## config.mk

```make
export PLATFORM = sky130hd
export DESIGN_NAME = aes_host_if
export DESIGN_NICKNAME = d
export VERILOG_FILES = /design/src/rtl/aes_host_if.sv
export SDC_FILE = /design/constraint.sdc
export NUM_CORES = 1
export LEC_CHECK = 0
export CORE_MARGIN = 2
export CORE_UTILIZATION = 25
export CTS_CLUSTER_SIZE = 30
export DETAILED_ROUTE_END_ITERATION = 8
export GPL_TIMING_DRIVEN = 1
export SLEW_MARGIN = 0
export SYNTH_ARGS = -nofsm -noshare
export SYNTH_HDL_FRONTEND = slang
export SYNTH_SLANG_ARGS = --single-unit
```

## constraint.sdc

```tcl
create_clock -name clk -period 6.65 [get_ports clk]
set_clock_uncertainty 0.1 [all_clocks]
set_input_delay 1.33 -clock clk [delete_from_list [all_inputs] [get_ports clk]]
set_output_delay 1.33 -clock clk [all_outputs]
set_load 0.03 [all_outputs]
```

## src/rtl/aes_host_if.sv

```systemverilog
// Host-side wrapper for a serial 32-bit AES core. It accepts one 128-bit block
// per valid/ready handshake and streams it to the core as a start pulse plus
// four words. It then waits out the core's fixed latency and collects the four
// result words. The result is held until the host consumes it.
module aes_host_if #(
  parameter int START_CYC = 3,
  parameter int WAIT_CYC  = 62
) (
  input  logic         clk,
  input  logic         reset,
  input  logic         blk_valid,
  output logic         blk_ready,
  input  logic [127:0] blk_text,
  input  logic [127:0] blk_key,
  input  logic         blk_encdec,
  output logic         core_start,
  output logic [31:0]  core_data_in,
  output logic [127:0] core_key_in,
  output logic         core_selEncDec,
  input  logic [31:0]  core_data_out,
  output logic         res_valid,
  input  logic         res_ready,
  output logic [127:0] res_text
);

  localparam int MAX_SW  = (START_CYC > WAIT_CYC) ? START_CYC : WAIT_CYC;
  localparam int MAX_CNT = (MAX_SW > 4) ? MAX_SW : 4;
  localparam int CW      = $clog2(MAX_CNT + 1);

  localparam logic [CW-1:0] START_LAST = CW'(START_CYC - 1);
  localparam logic [CW-1:0] WAIT_LAST  = CW'(WAIT_CYC - 1);
  localparam logic [CW-1:0] WORD_LAST  = CW'(3);

  typedef enum logic [2:0] {
    IDLE,
    START,
    LOAD,
    WAIT,
    UNLOAD,
    HOLD
  } state_e;

  state_e        state_q, state_d;
  logic [CW-1:0] cnt_q, cnt_d;
  logic          accept;

  // Capture strobe and destination word for result collection.
  logic          cap_en;
  logic [1:0]    cap_idx;

  // Registered datapath and outputs.
  logic [127:0]  text_q;
  logic [127:0]  key_q;
  logic          mode_q;
  logic [127:0]  res_q;
  logic          blk_ready_q, blk_ready_d;
  logic          start_q, start_d;
  logic [31:0]   din_q, din_d;
  logic          res_valid_q, res_valid_d;

  // State register and phase counter.
  // NOTE: sequential state uses non-blocking (<=) so every flop samples
  // pre-edge values; blocking here would create order-dependent races.
  always_ff @(posedge clk or negedge reset) begin
    if (!reset) begin
      state_q <= IDLE;
      cnt_q   <= '0;
    end else begin
      state_q <= state_d;
      cnt_q   <= cnt_d;
    end
  end

  // Next-state logic, counter control, and next values for registered outputs.
  // NOTE: every signal assigned here gets a default first, so no path leaves
  // one unassigned and no latch is inferred.
  always_comb begin
    state_d     = state_q;
    cnt_d       = cnt_q + 1'b1;
    accept      = 1'b0;
    cap_en      = 1'b0;
    cap_idx     = 2'd0;
    din_d       = 32'h0;

    unique case (state_q)
      IDLE: begin
        cnt_d = '0;
        if (blk_valid && blk_ready_q) begin
          accept  = 1'b1;
          state_d = START;
        end
      end
      START: begin
        if (cnt_q == START_LAST) state_d = LOAD;
      end
      LOAD: begin
        if (cnt_q == WORD_LAST) state_d = WAIT;
      end
      WAIT: begin
        // The core registers word 3 on the first WAIT edge. Word 0 of the
        // result is ready WAIT_CYC edges later, which is the edge leaving WAIT.
        if (cnt_q == WAIT_LAST) begin
          state_d = UNLOAD;
          cap_en  = 1'b1;
          cap_idx = 2'd0;
        end
      end
      UNLOAD: begin
        // Words 1..3 arrive on the following three edges. The fourth UNLOAD
        // cycle only lets the last capture settle before HOLD.
        if (cnt_q != WORD_LAST) begin
          cap_en  = 1'b1;
          cap_idx = cnt_q[1:0] + 2'd1;
        end else begin
          state_d = HOLD;
        end
      end
      HOLD: begin
        cnt_d = '0;
        if (res_ready) state_d = IDLE;
      end
      default: state_d = IDLE;
    endcase

    if (state_d != state_q) cnt_d = '0;

    if (state_d == LOAD) begin
      unique case (cnt_d[1:0])
        2'd0:    din_d = text_q[127:96];
        2'd1:    din_d = text_q[95:64];
        2'd2:    din_d = text_q[63:32];
        default: din_d = text_q[31:0];
      endcase
    end

    blk_ready_d = (state_d == IDLE);
    start_d     = (state_d == START);
    res_valid_d = (state_d == HOLD);
  end

  // Block latches, result capture, and output registers.
  always_ff @(posedge clk or negedge reset) begin
    if (!reset) begin
      text_q      <= '0;
      key_q       <= '0;
      mode_q      <= 1'b0;
      res_q       <= '0;
      blk_ready_q <= 1'b0;
      start_q     <= 1'b0;
      din_q       <= '0;
      res_valid_q <= 1'b0;
    end else begin
      blk_ready_q <= blk_ready_d;
      start_q     <= start_d;
      din_q       <= din_d;
      res_valid_q <= res_valid_d;
      if (accept) begin
        text_q <= blk_text;
        key_q  <= blk_key;
        mode_q <= blk_encdec;
      end
      if (cap_en) begin
        unique case (cap_idx)
          2'd0:    res_q[127:96] <= core_data_out;
          2'd1:    res_q[95:64]  <= core_data_out;
          2'd2:    res_q[63:32]  <= core_data_out;
          default: res_q[31:0]   <= core_data_out;
        endcase
      end
    end
  end

  assign blk_ready      = blk_ready_q;
  assign core_start     = start_q;
  assign core_data_in   = din_q;
  assign core_key_in    = key_q;
  assign core_selEncDec = mode_q;
  assign res_valid      = res_valid_q;
  assign res_text       = res_q;

endmodule

```

==> impl_metrics.env <==
export IMPL_rows=95
export IMPL_hpwl_um=36930
export IMPL_wl_met2_um=26130
export IMPL_synth_area_mux_share_pct=27.71
export IMPL_holdBufCountCts=0
export IMPL_startpoint_type="flip-flop"
export IMPL_met1_length_um=21850
export IMPL_ys_seq_area_share_pct=63.36
export IMPL_period_minus_slack_ps=3604
export IMPL_highest_layer="met5"
export IMPL_cts_sinks=429
export IMPL_ios=585
export IMPL_finalCritPeriodShare_pct=54.19
export IMPL_wl_um=53170
export IMPL_clk_latency_ps=590
export IMPL_maxCapViolations=0
export IMPL_maxSlewHeadroom_pct=23.27
export IMPL_tightest_slew_ps=1151
export IMPL_clock_tree_buffer_depth=3
export IMPL_power_density_mw_per_mm2=496.0
export IMPL_cts_resized=0
export IMPL_ys_seq_elements=429
export IMPL_synth_compound_area_share_pct=4.719
export IMPL_io_buffers=584
export IMPL_ys_types=38
export IMPL_grt_pass1_vias=12480
export IMPL_path_clk_slew_ps=60
export IMPL_die_h_um=264.3
export IMPL_grt_antenna_before_repair=9
export IMPL_yosys_most_used_dff="dfrtp_1"
export IMPL_yosysTopAreaCell="dfrtp_1"
export IMPL_nets=1957
export IMPL_dr_pass1_iters=4
export IMPL_tns_ps=0
export IMPL_areaGrowthSynthToFinish_pct=49.90
export IMPL_fmax_ghz=0.2775
export IMPL_grt_setup_unrepaired="no"
export IMPL_synth_top_family_by_area="multiplexers"
export IMPL_power_leakage_nw=10.72
export IMPL_syn_avg_cell_area_um2=15.62
export IMPL_grt_overflow_total=0
export IMPL_cts_setup_buffers=0
export IMPL_wl_per_cell_um=20.64
export IMPL_route_met3_wl_um=3642
export IMPL_synth_edff_count=0
export IMPL_die_w_um=264.3
export IMPL_yosysTopAreaCellShare_pct=63.36
export IMPL_hold_violations=0
export IMPL_drive_gt1_share_pct=28.00
export IMPL_drv_slew=0
export IMPL_ys_warn_count=0
export IMPL_vias=11350
export IMPL_crit_type="flip-flop to flip-flop"
export IMPL_htreeDepth=2
export IMPL_fillers=6312
export IMPL_hold_class="flip-flop to flip-flop"
export IMPL_yosysMostFrequentCell="dfrtp_1"
export IMPL_timing_hold_ws_ps=382.1
export IMPL_gp_congestion=0.8545
export IMPL_cts_tree="yes"
export IMPL_crit_arrival_ps=3960
export IMPL_netlist_instances=1085
export IMPL_vias_per_cell=4.406
export IMPL_cts_buffers=51
export IMPL_endpoint_kind="flip-flop"
export IMPL_seq_area_mm2=0.01074
export IMPL_multi_input_area_mm2=0.005892
export IMPL_vdd_drop_max_v=0.0002441
export IMPL_drt_iter0_markers=493
export IMPL_remaining_drc_errors=0
export IMPL_status="completed"
export IMPL_crit_required_ps=7010
export IMPL_ys_top_cells_by_count="dfrtp_1, mux2_2, mux2_1, buf_2, a21oi_1"
export IMPL_track_usage_pct=15.03
export IMPL_drtAntennaViolNets=0
export IMPL_syn_area_mm2=0.01694
export IMPL_synth_xor_area_share_pct=0.2585
export IMPL_synth_area_leaders="dfrtp_1, mux2_2, mux2_1, a221oi_1, o22ai_1"
export IMPL_setup_viol=0
export IMPL_grt_pass1_wl_um=80110
export IMPL_core_mm2=0.06716
export IMPL_synthArstFlopShare_pct=100.0
export IMPL_synth_fp_nets=1381
export IMPL_initial_core_util_pct=25.23
export IMPL_cp_max_fo=32
export IMPL_synth_simple_area_share_pct=1.477
export IMPL_grt_max_degree=160
export IMPL_synth_fa_ha_area_share_pct=0.2215
export IMPL_ctsRootBufferMaster="clkbuf_16"
export IMPL_dieArea_mm2=0.06987
metal layers:
layer	vias to the layer above	GRT usage [%]
li1	5102	-
met1	5814	18.53
met2	332	25.09
met3	94	4.515
met4	8	5.021
met5	-	0
cell families after synthesis:
logic type	count (synthesis)
mux	417
xor+xnor	5
simple gates	41
compound gates	111
fa+ha+maj	3
flops	429
buf+inv	79
report_power, final:
part / internal, mW / switching (mW) / leakage [nW]
registers: 3.72 / 0.625 / 5.31
logic: 2.52 / 2.97 / 4.58
clock network: 1.64 / 1.13 / 0.829
sequential cells by signal (all words and copies together), names as in the netlist:
| register | flops |
|---|---|
| cnt_q | 6 |
| core_selEncDec | 1 |
| core_key_in | 128 |
| core_data_in | 32 |
| text_q | 128 |
| res_text | 128 |
| core_start | 1 |
| res_valid | 1 |
| blk_ready | 1 |
| state_q | 3 |
path summary, 6_finish.rpt:
| kind | start | end | slack (ps) | cells past startpoint |
|---|---|---|---|---|
| setup / recovery | cnt_q[0] | res_text[127] | 3050 | 6 |
| hold / removal | res_text[89] | res_text[89] | 380 | 1 |
| setup reg to reg | cnt_q[0] | res_text[127] | 3050 | 6 |
| hold reg to reg | res_text[89] | res_text[89] | 380 | 1 |
| max in group asynchronous | reset | res_text[104] | 4240 | 2 |
| min in group asynchronous | reset | core_key_in[100] | 700 | 1 |
critical path: stages (launching register included):
cell and delay [ps]:
dfrtp_2 720, buf_4 430, ha_1 390, inv_1 160
o21ai_4 300, o22a_2 920, mux2_2 420
layout make-up:
class,instances,share of cell area (%)
clock inverter,24,0.8916
antenna,3,0.02956
timing repair buffer,597,23.57
multi-input combinational,577,23.20
clock buffer,68,5.670
sequential,429,42.27
tap,873,4.300
inverter,5,0.07389
per-stage QoR:
step / setup slack (ps) / std cells / utilization (%) / area, um^2 / power, mW
after global routing: 2840 / 2575 / 37.82 / 25400 / 13.27
after floorplan: 3797 / 1085 / - / 16940 / 7.493
final: 3046 / 2576 / 37.82 / 25400 / 12.60
after global placement: 2727 / 2481 / 35.33 / 23730 / 9.816
after detailed placement: 2736 / 2481 / 35.33 / 23730 / 9.934
after CTS: 2979 / 2573 / 37.81 / 25390 / 12.80
cells in the final DEF, fill, tap and decap left out, drive strengths merged, types with 2 or more instances in the layout:
cell           synthesis  routed
buf                   47      14
nor3b                  3       3
clkdlybuf4s50          0     583
a21o                   2       2
nor4                   2       2
or2                    2       2
nand2                  6       6
nor2b                  2       2
inv                    5       9
mux2                 417     417
ha                     3       3
a221oi                32      32
dfrtp                429     429
a21oi                 36      36
and2                   5       5
xor2                   2       2
or4                    2       2
clkbuf                27      68
bufinv                 0       3
o21ai                  3       3
nand3                  6       6
o31ai                  2       2
nor3                   3       3
xnor2                  3       3
diode                  0       3
o22ai                 33      33
clkinv                 0      15
clkinvlp               0       2
nor2                   4       4
nand2b                 4       4
(Power assumes the default switching activity.)
